$ cat config.mk
export PLATFORM = sky130hd
export DESIGN_NAME = refr_sched_mrnrwpw_1rw_mt
export DESIGN_NICKNAME = d
export VERILOG_FILES = /design/src/rtl/refr_sched_mrnrwpw_1rw_mt.sv
export SDC_FILE = /design/constraint.sdc
export NUM_CORES = 1
export LEC_CHECK = 0
export BUFFER_PORTS_ARGS = -buffer_cell sky130_fd_sc_hd__buf_2
export CORE_AREA = 4 4 149 151
export CTS_CLUSTER_DIAMETER = 30
export CTS_CLUSTER_SIZE = 20
export DETAILED_ROUTE_END_ITERATION = 8
export DIE_AREA = 0 0 153 155
export PLACE_DENSITY = 0.73
export REMOVE_ABC_BUFFERS = 1
export SLEW_MARGIN = 20
export SYNTH_ARGS = -nofsm -noshare
export SYNTH_HDL_FRONTEND = slang
export SYNTH_SLANG_ARGS = --single-unit
export TNS_END_PERCENT = 20
$ cat constraint.sdc
create_clock -name clk -period 3.95 [get_ports clk]
set_input_delay 0.1975 -clock clk [delete_from_list [all_inputs] [get_ports clk]]
set_output_delay 0.1975 -clock clk [all_outputs]
set_load 0.01 [all_outputs]
$ cat src/rtl/refr_sched_mrnrwpw_1rw_mt.sv
// Refresh scheduler and request gate in front of a multi-port 1RW-macro memory.
// Banks refresh obligations as credits, issues them in idle cycles, and forces one when the bank fills.
module refr_sched_mrnrwpw_1rw_mt #(
  parameter int WIDTH   = 32,
  parameter int BITADDR = 13,
  parameter int NUMPORT = 4,
  parameter int REFPER  = 64,
  parameter int BITREFP = 6,
  parameter int MAXPOST = 8,
  parameter int BITPOST = 4,
  parameter int ENABLE  = 1
) (
  input  logic                       clk,
  input  logic                       rst,
  input  logic                       ready,
  input  logic [NUMPORT-1:0]         cli_read,
  input  logic [NUMPORT-1:0]         cli_write,
  input  logic [NUMPORT*BITADDR-1:0] cli_addr,
  input  logic [NUMPORT*WIDTH-1:0]   cli_din,
  output logic                       cli_stall,
  output logic                       refr,
  output logic [NUMPORT-1:0]         read,
  output logic [NUMPORT-1:0]         write,
  output logic [NUMPORT*BITADDR-1:0] addr,
  output logic [NUMPORT*WIDTH-1:0]   din,
  output logic [BITPOST-1:0]         pend
);

  typedef enum logic {NORM = 1'b0, FORCE = 1'b1} state_t;

  state_t             state, state_nxt;
  logic [BITREFP-1:0] tmr;
  logic [BITPOST-1:0] pend_nxt;
  logic               act, tick, busy, accept, opp, frc, issue;

  assign act       = ready && !rst;
  assign tick      = act && (ENABLE != 0) && (tmr == BITREFP'(REFPER - 1));
  assign busy      = |(cli_read | cli_write);
  assign accept    = act && (state == NORM);
  assign opp       = accept && (pend != '0) && !busy;
  assign frc       = (state == FORCE);
  assign issue     = opp || frc;
  assign cli_stall = !ready || frc;

  // A tick and an issue in the same cycle cancel; the bank can only fill via the forced path.
  always_comb begin
    state_nxt = NORM;
    pend_nxt  = '0;
    if (act) begin
      pend_nxt = pend + BITPOST'(tick) - BITPOST'(issue);
      if ((state == NORM) && tick && !issue && (pend == BITPOST'(MAXPOST - 1)))
        state_nxt = FORCE;
    end
  end

  always_ff @(posedge clk) begin
    if (rst) state <= NORM;
    else     state <= state_nxt;
  end

  // Output register stage: one cycle of latency on every memory-side signal.
  always_ff @(posedge clk) begin
    if (!act) begin
      tmr   <= '0;
      pend  <= '0;
      refr  <= 1'b0;
      read  <= '0;
      write <= '0;
      addr  <= '0;
      din   <= '0;
    end else begin
      tmr  <= tick ? '0 : tmr + BITREFP'(1);
      pend <= pend_nxt;
      refr <= issue;
      if (accept) begin
        read  <= cli_read;
        write <= cli_write;
        addr  <= cli_addr;
        din   <= cli_din;
      end else begin
        read  <= '0;
        write <= '0;
      end
    end
  end

endmodule
# Yosys cells after proc, flatten, opt, wreduce, memory -nomap -nowiden
# Cells that the tools add are included.
# classes
n_addsub	3
eq_ne	2
muxes	1
n_bitwise	3
reduce_logical	19
# op_table
cell	n
logical AND 1 bit	8
adder 6 x 1 -> 6 bit, second input constant	1
equality test 6 bit, second input constant	1
adder 4 x 1 -> 4 bit	1
equality test 4 x 3 -> 1 bit, second input constant	1
logical NOT 1 bit	4
bitwise OR 4 bit	1
nonzero test 4 bit	1
OR reduction 2 bit	2
OR reduction 4 bit	1
subtractor 4 x 1 -> 4 bit	1
logical OR 1 bit	2
NOT 1 bit	2
AND reduction 2 bit	1
two-way mux 1 bit	1
# totals
regBits	200
inputBits	191
out_inout_bits	194
elab_cells	36

# Longest topological paths before layout
# Gate-level depths: netlist (run 1).
# logic_depth
ltp_word	10
ltp_mapped	10
ltp_nobuf	10

# Worst setup path after synthesis (run 1)
# Ideal clock, no wire load.
# synth_timing
path_type	reg-to-reg
startpoint	register pend[2]
endpoint	register pend[2]
setup_ns	0.117
arrival_ns	1.793
required_ns	3.833
setup_slack_ns	2.040
stages_incl_launch_ff	11
n_path_buf	0
synth_period_minus_slack_ns	1.910
cell_sequence	dfxtp_1 inv_1 ha_1 nand2_1 a41o_2 xnor2_1 ha_1 inv_1 fa_1 xor2_1 nor2_1
# synth_via
elab_chain_len	5
elab_cells_between_ends	6
classes_between	add/sub: 2; reduce/logical: 4
# synth_lines
item	line	rtl
start, declared	26	output logic [BITPOST-1:0] pend
start signal, assigned	73	pend <= pend_nxt;
parallel branches: the longest is 4 deep, another holds adder 4 x 1 -> 4 bit	n/a	
subtractor 4 x 1 -> 4 bit *	50	pend_nxt = pend + BITPOST'(tick) - BITPOST'(issue);
# Mark *: on every way between the ends.
# A chain may end at the register's enable or synchronous reset.

# Worst setup path in the final report (run 1)
# layout_timing
startpoint	input cli_read[0]
endpoint	register pend[2]
# layout_via
elab_chain_len	6
# layout_lines
item	line	rtl
start, declared	16	input logic [NUMPORT-1:0] cli_read,
bitwise OR 4 bit	38	assign busy = |(cli_read | cli_write);
OR reduction 4 bit	38	
logical NOT 1 bit	40	assign opp = accept && (pend != '0) && !busy;
logical AND 1 bit	40	
logical OR 1 bit	42	assign issue = opp || frc;
subtractor 4 x 1 -> 4 bit	50	
# Every way passes these cells.

==> results of run 1 <==
==> final cells by class <==
cell class | count | area share, %
inverters | 5 | 0.168
well taps | 275 | 3.08
repair buffers | 527 | 30.1
clock buffers | 19 | 3.87
multi-input cells | 417 | 25.8
flip-flops and latches | 200 | 35.8
clock inverters | 13 | 1.19
==> layer usage <==
metal	track usage (%)	share of wire, %
met1	20.3	40
met2	30.6	50
met3	5.29	7.3
met4	6.79	2.7
met5	0	0
==> registers in the layout, indices dropped and copies added (netlist names) <==
name	flops
write	4
addr	52
frc	1
refr	1
din	128
pend	4
tmr	6
read	4
==> Yosys cell counts, types with 3 or more instances <==
library cell and count:
buf_2 3, mux2i_1 180, and2_1 9, inv_1 5
xor2_1 3, buf_6 32, buf_4 4, clkbuf_1 3
nand2_1 5, xnor2_1 4, ha_1 6, nor2_1 194
dfxtp_1 200, nand3_1 3
==> kinds of logic after synthesis <==
group,share of synthesized area [%]
simple gates,11.9
flops,54.7
mux,24.6
buf+inv,5.95
xor+xnor,0.838
fa+ha+maj,1.30
compound gates,0.582
==> power by group through the flow <==
| stage | Combinational [mW] | Sequential, mW | Clock, mW |
|---|---|---|---|
| after floorplan | 0.118 | 2.21 | 0 |
| after global placement | 0.345 | 2.17 | 0 |
| after detailed placement | 0.350 | 2.18 | 0 |
| after CTS | 0.460 | 2.13 | 1.74 |
| after global routing | 0.508 | 2.14 | 1.82 |
| final | 0.465 | 2.13 | 1.67 |
==> path summary, 6_finish.rpt <==
kind / startpoint / to
max: cli_read[0] / pend[2]
min: cli_din[56] / din[56]
max reg2reg: frc / din[67]
min reg2reg: tmr[0] / tmr[0]
==> worst max-delay path, delay by kind of cell <==
family | cells | cell delay (ns)
compound gates | 1 | 0.29
fa+ha+maj | 2 | 0.56
simple gates | 2 | 0.37
xor+xnor | 2 | 0.28
buf+inv | 3 | 0.75
==> metrics by stage <==
stage,hold WS (ns),instance area [sq um],setup WS [ns]
3_5_place_dp,0.429,9230,1.87
6_report,0.0131,11200,1.78
2_1_floorplan,0.319,6900,-3.81
3_3_place_gp,0.422,9230,1.91
5_1_grt,0.000720,11200,1.64
4_1_cts,0.000165,11200,1.83
==> results.yml, run 1 <==
logic_synthesis:
  synth_top_area_cell: "dfxtp_1"
  ys_top_cells_by_area: "dfxtp_1 55%, mux2i_1 25%, nor2_1 10%"
  synth_ff_type: "dfxtp_1"
  ys_warn_count: 0
  synth.cell_area_sq_mm: 0.00731
  ys_ff_latch: 200
  synth_edf_count: 0
  yosysSeqAreaShare_pct: 54.7
  avgSynthCellArea_sq_um: 11.0
  synth.distinct_cells: 24
  synth_top_area_share_pct: 54.7
  syn_inst: 664
  async_flop_share_pct: 0
timing:
  max_freq_mhz: 461
  hold_viol_final: 0
  fin_worst_skew_ns: 0.0176
  drv_slew: 0
  setup_tns_ns: 0
  maxSlewHeadroom_pct: 33.8
  worst_pin_slew_ns: 0.993
  finalSetupViolations: 0
  fin_crit_ns: 2.17
  rsz0062_at_grt: "false"
  period_share_pct: 54.9
floorplanning:
  core_sq_mm: 0.0208
  io_pins: 385
  die_w_um: 153
  fp.dieH_um: 155
  row_count: 53
  dieArea_sq_mm: 0.0237
  start_util_pct: 35.1
detailed_routing:
  drc: 0
  wl_um: 21700
  postRouteAntennaNets: 0
  vias: 6416
  drt_iter0_drc: 272
  dr.pass1.iters: 4
  wl_per_cell_um: 14.9
  via_per_inst: 4.41
cts:
  clk_path_buf_depth: 2
  cts_sinks: 200
  ctsHoldBuffers: 138
  h-tree-depth: 4
  insertion_delay_ns: 0.42
  cts.clk_slew.worst_paths_ns: 0.07
  ctsRootBufferMaster: "clkbuf_16"
  cts_setup_buffers: 0
  cts_tree: "built"
  cts-buffers-inserted: 17
  cts_resized: 0
power:
  power.leakage_nw: 5.06
  p_switching_mw: 1.07
  switching_share_pct: 25.0
  clock_power_share_pct: 39.1
  p_int_mw: 3.20
  p_comb_share_pct: 10.9
  total_power_mw: 4.26
  pwr-share-seq_pct: 50.0
  vdd_drop_max_uv: 256
  powerDensity_mw_per_mm2: 381
finish:
  layout_common_cells: "384 x buf_2, 199 x dfxtp_1, 194 x nor2_1"
  area_delta_synth_final_pct: 53.0
  fin_nets: 1366
  nFillCells: 1811
  multi_input_area_sq_mm: 0.00288
  ff_latch_area_sq_mm: 0.00401
  final_common_cell: "buf_2"
  drive_gt1_share_pct: 35.9
  fin_util_pct: 53.7
  final_cells: 1456
  n_antenna_cell: 0
setup_path:
  cp_slowest_cell: "dlygate4sd3_1"
  critPathArrivalTime_ns: 2.46
  required_ns: 4.24
  regToRegSetupSlack_ns: 1.84
  cp_max_fo: 3
  path_cells: "dlygate4sd3_1 > buf_2 > nor4_2 > a41o_2 > xnor2_1 > ha_1 > inv_1 > fa_1 > xor2_1 > nor2_1"
  cpPeakStageDelay_ns: 0.55
  path_class: "in -> reg"
  endpoint_kind: "register"
  worstSetupStartpointType: "input pin"
  r2r_cells: 3
grt:
  antenna_found_initial: 0
  first_global_vias: 6637
  grt_overflow: 0
  grt_max_degree: 97
  track_usage_pct: 17.5
  grt_pass1_wl_um: 34300
job:
  maxCapViolCount: 0
status:
  outcome: "finished, final reports clean"
worst_hold_path:
  hold_class: "in -> reg"
  whs_path_depth: 3
placement:
  gp_congestion: 0.809
  port_buffers: 384
  hpwl_um: 14100
  dp.cells: 1285
No activity file was read; power rests on OpenSTA's default activity.
==> run 2: changes to the inputs <==
--- a/config.mk
+++ b/config.mk
@@ -6,12 +6,12 @@
 export NUM_CORES = 1
 export LEC_CHECK = 0
 export BUFFER_PORTS_ARGS = -buffer_cell sky130_fd_sc_hd__buf_2
-export CORE_AREA = 4 4 149 151
+export CORE_AREA = 4 4 147 149
 export CTS_CLUSTER_DIAMETER = 30
 export CTS_CLUSTER_SIZE = 20
 export DETAILED_ROUTE_END_ITERATION = 8
-export DIE_AREA = 0 0 153 155
-export PLACE_DENSITY = 0.73
+export DIE_AREA = 0 0 151 153
+export PLACE_DENSITY = 0.77
 export REMOVE_ABC_BUFFERS = 1
 export SLEW_MARGIN = 20
 export SYNTH_ARGS = -nofsm -noshare
==> constraint.sdc (replaced) <==
create_clock -name clk -period 1.75 [get_ports clk]
set_input_delay 0.0875 -clock clk [delete_from_list [all_inputs] [get_ports clk]]
set_output_delay 0.0875 -clock clk [all_outputs]
set_load 0.01 [all_outputs]
==> run 2 against run 1 <==
Compared with the run above: the run now ends with setup timing left; routed wire length grew 11%; hold slack better by 0.10 ns; critical path depth shrank 1; sequential share of layout area fell by 2.4 points; clock-buffer cell count fell by 1; combinational power rose to 2.6 times the previous value; critical endpoint is now pend[1]; highest routed layer unchanged.
==> results.yml, run 2 (synthesis gave the netlist of run 1 again) <==
status:
  outcome: "complete, but fails checks"
  violations: "setup timing"
cts:
  h-tree-depth: 4
  cts-buffers-inserted: 17
  cts_sinks: 200
  ctsRootBufferMaster: "clkbuf_16"
  cts.clk_slew.worst_paths_ns: 0.07
  insertion_delay_ns: 0.42
  cts_tree: "built"
  clk_path_buf_depth: 2
timing:
  drv_slew: 0
  timing.hold.ws_ns: 0.118
  worst_pin_slew_ns: 0.664
  setup_tns_ns: -0.333
  period_share_pct: 110
  maxSlewHeadroom_pct: 55.7
  fin_worst_skew_ns: 0.0169
  hold_viol_final: 0
  finalSetupViolations: 3
  rsz0062_at_grt: "true"
  max_freq_mhz: 522
  setup_ws_ns: -0.167
  fin_crit_ns: 1.92
floorplanning:
  fp.dieH_um: 153
  core_sq_mm: 0.0202
  row_count: 52
  start_util_pct: 36.3
  die_w_um: 151
  io_pins: 385
  dieArea_sq_mm: 0.0231
setup_path:
  startpoint: "pend[3]"
  critPathArrivalTime_ns: 2.23
  cp_max_fo: 3
  path_class: "reg -> reg"
  r2r_end: "pend[1]"
  worstSetupStartpointType: "register"
  required_ns: 2.06
  r2r-start: "pend[3]"
  regToRegSetupSlack_ns: -0.17
  endpoint_kind: "register"
  r2r_cells: 9
  cp-endpoint: "pend[1]"
finish:
  fin_nets: 1437
  final_area_sq_mm: 0.0120
  layout_common_cells: "384 x buf_2, 196 x dfxtp_1, 193 x nor2_1"
  final_cells: 1521
  final_common_cell: "buf_2"
  top_register: "din"
  reg_top3: "din x128, addr x52, tmr x6"
  largest_register_ff_count: 128
  area_delta_synth_final_pct: 63.9
  fin_util_pct: 59.4
  drive_gt1_share_pct: 37.0
placement:
  gp_congestion: 0.785
  dp.cells: 1300
  preCtsSetupSlack_ns: -0.313
  port_buffers: 384
  hpwl_um: 14400
  place_area_sq_mm: 0.00945
power:
  powerDensity_mw_per_mm2: 809
  total_power_mw: 9.69
  power.leakage_nw: 5.40
  vdd_drop_max_uv: 617
detailed_routing:
  dr.pass1.iters: 5
  drt_iter0_drc: 227
  postRouteAntennaNets: 0
  wl_per_cell_um: 15.8
  wl_um: 24000
  drc: 0
  via_per_inst: 4.53
  vias: 6886
grt:
  first_global_vias: 7268
  grt_overflow: 0
  grt_max_degree: 88
  grt_pass1_wl_um: 37100
  track_usage_pct: 19.8
  antenna_found_initial: 1
worst_hold_path:
  whs_path_depth: 3
  hold_class: "in -> reg"
job:
  maxCapViolCount: 0
[run 2: area by class of cell]
cell class / instances / area [sq um]
multi-input cells: 417 / 2960
inverters: 5 / 18.8
well taps: 270 / 338
fillers: 1580 / 8190
clock buffers: 18 / 439
clock inverters: 12 / 113
flip-flops and latches: 200 / 4010
diodes: 1 / 2.50
repair buffers: 598 / 4100
[run 2: report_power, final]
| group | total (mW) | internal [mW] | leakage, nW | switching [mW] |
|---|---|---|---|---|
| Sequential | 4.82 | 4.72 | 1.64 | 0.0940 |
| Clock | 3.68 | 1.90 | 0.266 | 1.78 |
| Combinational | 1.19 | 0.689 | 3.49 | 0.505 |
[run 2: worst min-delay path by stage]
| stage | startpoint | slack [ns] | to |
|---|---|---|---|
| CTS | rst | 0.06 | write[3] |
| global placement | cli_din[71] | 0.31 | din[71] |
| floorplan | cli_read[0] | 0.21 | read[0] |
| finish | rst | 0.12 | write[3] |
| detailed placement | cli_din[123] | 0.32 | din[123] |
| global route | rst | 0.12 | write[3] |
[run 2: layer usage]
layer / routed length, um / vias up / share of wire [%] / GRT usage, %
li1: - / 3339 / - / -
met1: 8920 / 3190 / 37 / 20.8
met2: 12300 / 292 / 51 / 36.3
met3: 1850 / 65 / 7.7 / 5.30
met4: 902 / 0 / 3.8 / 9.24
met5: 0 / - / 0 / 0
[run 2: timing repair]
item / CTS / global route
pin swaps: 8 / 2
endpoints found under the hold margin: 188 / 0
hold buffers: 188 / 0
endpoints found under the setup margin: 3 / 3
setup buffers: 2 / 0
gates resized for setup: 21 / 1
[run 2: worst max-delay path: stages (launching register included)]
cell and delay [ns]:
dfxtp_2 0.32, inv_2 0.07, ha_4 0.15, nand2_4 0.05
a41o_4 0.27, xnor2_2 0.15, ha_2 0.21, inv_2 0.04
fa_2 0.51, nor2_1 0.04
==> run 3: changes to the inputs <==
--- a/config.mk
+++ b/config.mk
@@ -17,4 +17,4 @@
 export SYNTH_ARGS = -nofsm -noshare
 export SYNTH_HDL_FRONTEND = slang
 export SYNTH_SLANG_ARGS = --single-unit
-export TNS_END_PERCENT = 20
+export TNS_END_PERCENT = 100
==> run 3 against run 2 <==
Compared with the run above: the run still ends with setup timing left; via count rose by 0.54%; final cell count hardly changed; sequential cell count is the same; clock-buffer cell count unchanged; largest cell class unchanged; clock skew hardly changed; global-route usage about the same; utilization grew 0.13 points; largest power group unchanged; setup slack improved by 0.0011 ns.
==> results.yml, run 3 (synthesis gave the netlist of run 1 again) <==
timing:
  hold_viol_final: 0
  max_freq_mhz: 522
  rsz0062_at_grt: "true"
  maxSlewHeadroom_pct: 56.0
  setup_ws_ns: -0.166
  finalSetupViolations: 3
  fin_crit_ns: 1.92
  worst_pin_slew_ns: 0.660
  fin_worst_skew_ns: 0.0170
  period_share_pct: 110
  drv_slew: 0
power:
  power.leakage_nw: 5.41
  clock_power_share_pct: 38.0
  total_power_mw: 9.70
  p_comb_share_pct: 12.3
  switching_share_pct: 24.6
  pwr-share-seq_pct: 49.7
  p_switching_mw: 2.39
  powerDensity_mw_per_mm2: 807
  vdd_drop_max_uv: 614
  p_int_mw: 7.31
setup_path:
  path_class: "reg -> reg"
  cp_max_fo: 2
  critPathArrivalTime_ns: 2.23
  worstSetupStartpointType: "register"
  r2r_end: "pend[1]"
  r2r_cells: 9
  regToRegSetupSlack_ns: -0.17
  required_ns: 2.06
  endpoint_kind: "register"
  r2r-start: "pend[3]"
detailed_routing:
  wl_per_cell_um: 15.8
  drt_iter0_drc: 216
  wl_um: 24100
  dr.pass1.iters: 4
  drc: 0
  via_per_inst: 4.55
  vias: 6923
  postRouteAntennaNets: 0
finish:
  layout_common_cells: "384 x buf_2, 196 x dfxtp_1, 193 x nor2_1"
  fin_nets: 1438
  ff_latch_area_sq_mm: 0.00401
  drive_gt1_share_pct: 37.2
  fin_util_pct: 59.5
  top_register: "din"
  area_delta_synth_final_pct: 64.2
  final_common_cell: "buf_2"
  multi_input_area_sq_mm: 0.00298
  nFillCells: 1571
  largest_register_ff_count: 128
  reg_top3: "din x128, addr x52, tmr x6"
placement:
  port_buffers: 384
  hpwl_um: 14400
  gp_congestion: 0.785
job:
  maxCapViolCount: 0
worst_hold_path:
  whs_path_depth: 3
  hold_class: "in -> reg"
  hold_start: "rst"
  hold_path_end: "write[3]"
cts:
  insertion_delay_ns: 0.42
  clk_path_buf_depth: 2
  cts.clk_slew.worst_paths_ns: 0.07
  cts-buffers-inserted: 17
  cts_tree: "built"
  h-tree-depth: 4
  cts_sinks: 200
  ctsRootBufferMaster: "clkbuf_16"
floorplanning:
  start_util_pct: 36.3
  core_sq_mm: 0.0202
  die_w_um: 151
  io_pins: 385
  row_count: 52
  dieArea_sq_mm: 0.0231
  fp.dieH_um: 153
grt:
  grt_overflow: 0
  first_global_vias: 7271
  grt_max_degree: 88
  antenna_found_initial: 1
  track_usage_pct: 19.8
  grt_pass1_wl_um: 37100
status:
  outcome: "complete, but fails checks"
  violations: "setup timing"
==> run 3: how the worst max path moves through the flow <==
stage / startpoint / endpoint / slack (ns) / cells after the start
after CTS: pend[3] / pend[1] / -0.15 / 9
after floorplan: frc / pend[2] / -6.01 / 7
after global routing: tmr[1] / pend[2] / -0.25 / 10
after global placement: tmr[0] / pend[2] / -0.24 / 10
final: pend[3] / pend[1] / -0.17 / 9
after detailed placement: tmr[1] / pend[2] / -0.31 / 10
==> run 3: worst max-delay path: stages (launching register included) <==
cell,delay (ns)
dfxtp_2,0.32
inv_2,0.07
ha_4,0.15
nand2_4,0.05
a41o_4,0.26
xnor2_2,0.15
ha_2,0.21
inv_2,0.04
fa_2,0.51
nor2_1,0.04
==> run 3: final cells by class <==
class                   count  area share, %
inverters                   5          0.156
well taps                 270           2.81
multi-input cells         417           24.8
diodes                      1         0.0208
clock inverters            12          0.938
repair buffers            599           34.2
clock buffers              18           3.66
flip-flops and latches    200           33.4
==> run 3: timing repair <==
action                                 4_1_cts  5_1_grt
hold buffers                               188        0
setup buffers                                3        0
resized for setup                           22        3
pin swaps                                   10        2
endpoints found under the hold margin      188        0
setup endpoints to repair                    3        3
==> run 3: power by group through the flow <==
stage | clock network [mW] | logic (mW) | registers, mW
floorplan | 0 | 0.265 | 5.00
global placement | 0 | 0.809 | 4.90
detailed placement | 0 | 0.823 | 4.91
CTS | 3.81 | 1.16 | 4.81
global route | 3.99 | 1.29 | 4.84
finish | 3.68 | 1.19 | 4.82
==> run 3: per-layer routing <==
layer | GRT usage (%) | part of all wire (%) | vias to the layer above | routed length [um]
met3 | 5.12 | 7.7 | 62 | 1860
met1 | 20.8 | 37 | 3216 | 8900
met4 | 8.94 | 3.6 | 0 | 870
li1 | - | - | 3344 | -
met2 | 36.7 | 52 | 301 | 12500
met5 | 0 | 0 | - | 0
==> run 3: metrics by stage <==
stage	hold slack (ns)	area [sq um]	cells	setup slack (ns)	TNS, ns
CTS	0.0632	12000	1521	-0.150	-0.383
floorplan	0.209	6900	622	-6.01	-988.58
detailed placement	0.325	9450	1300	-0.313	-0.789
global placement	0.314	9450	1300	-0.238	-0.532
global route	0.154	12000	1522	-0.247	-0.666
finish	0.156	12000	1522	-0.166	-0.406
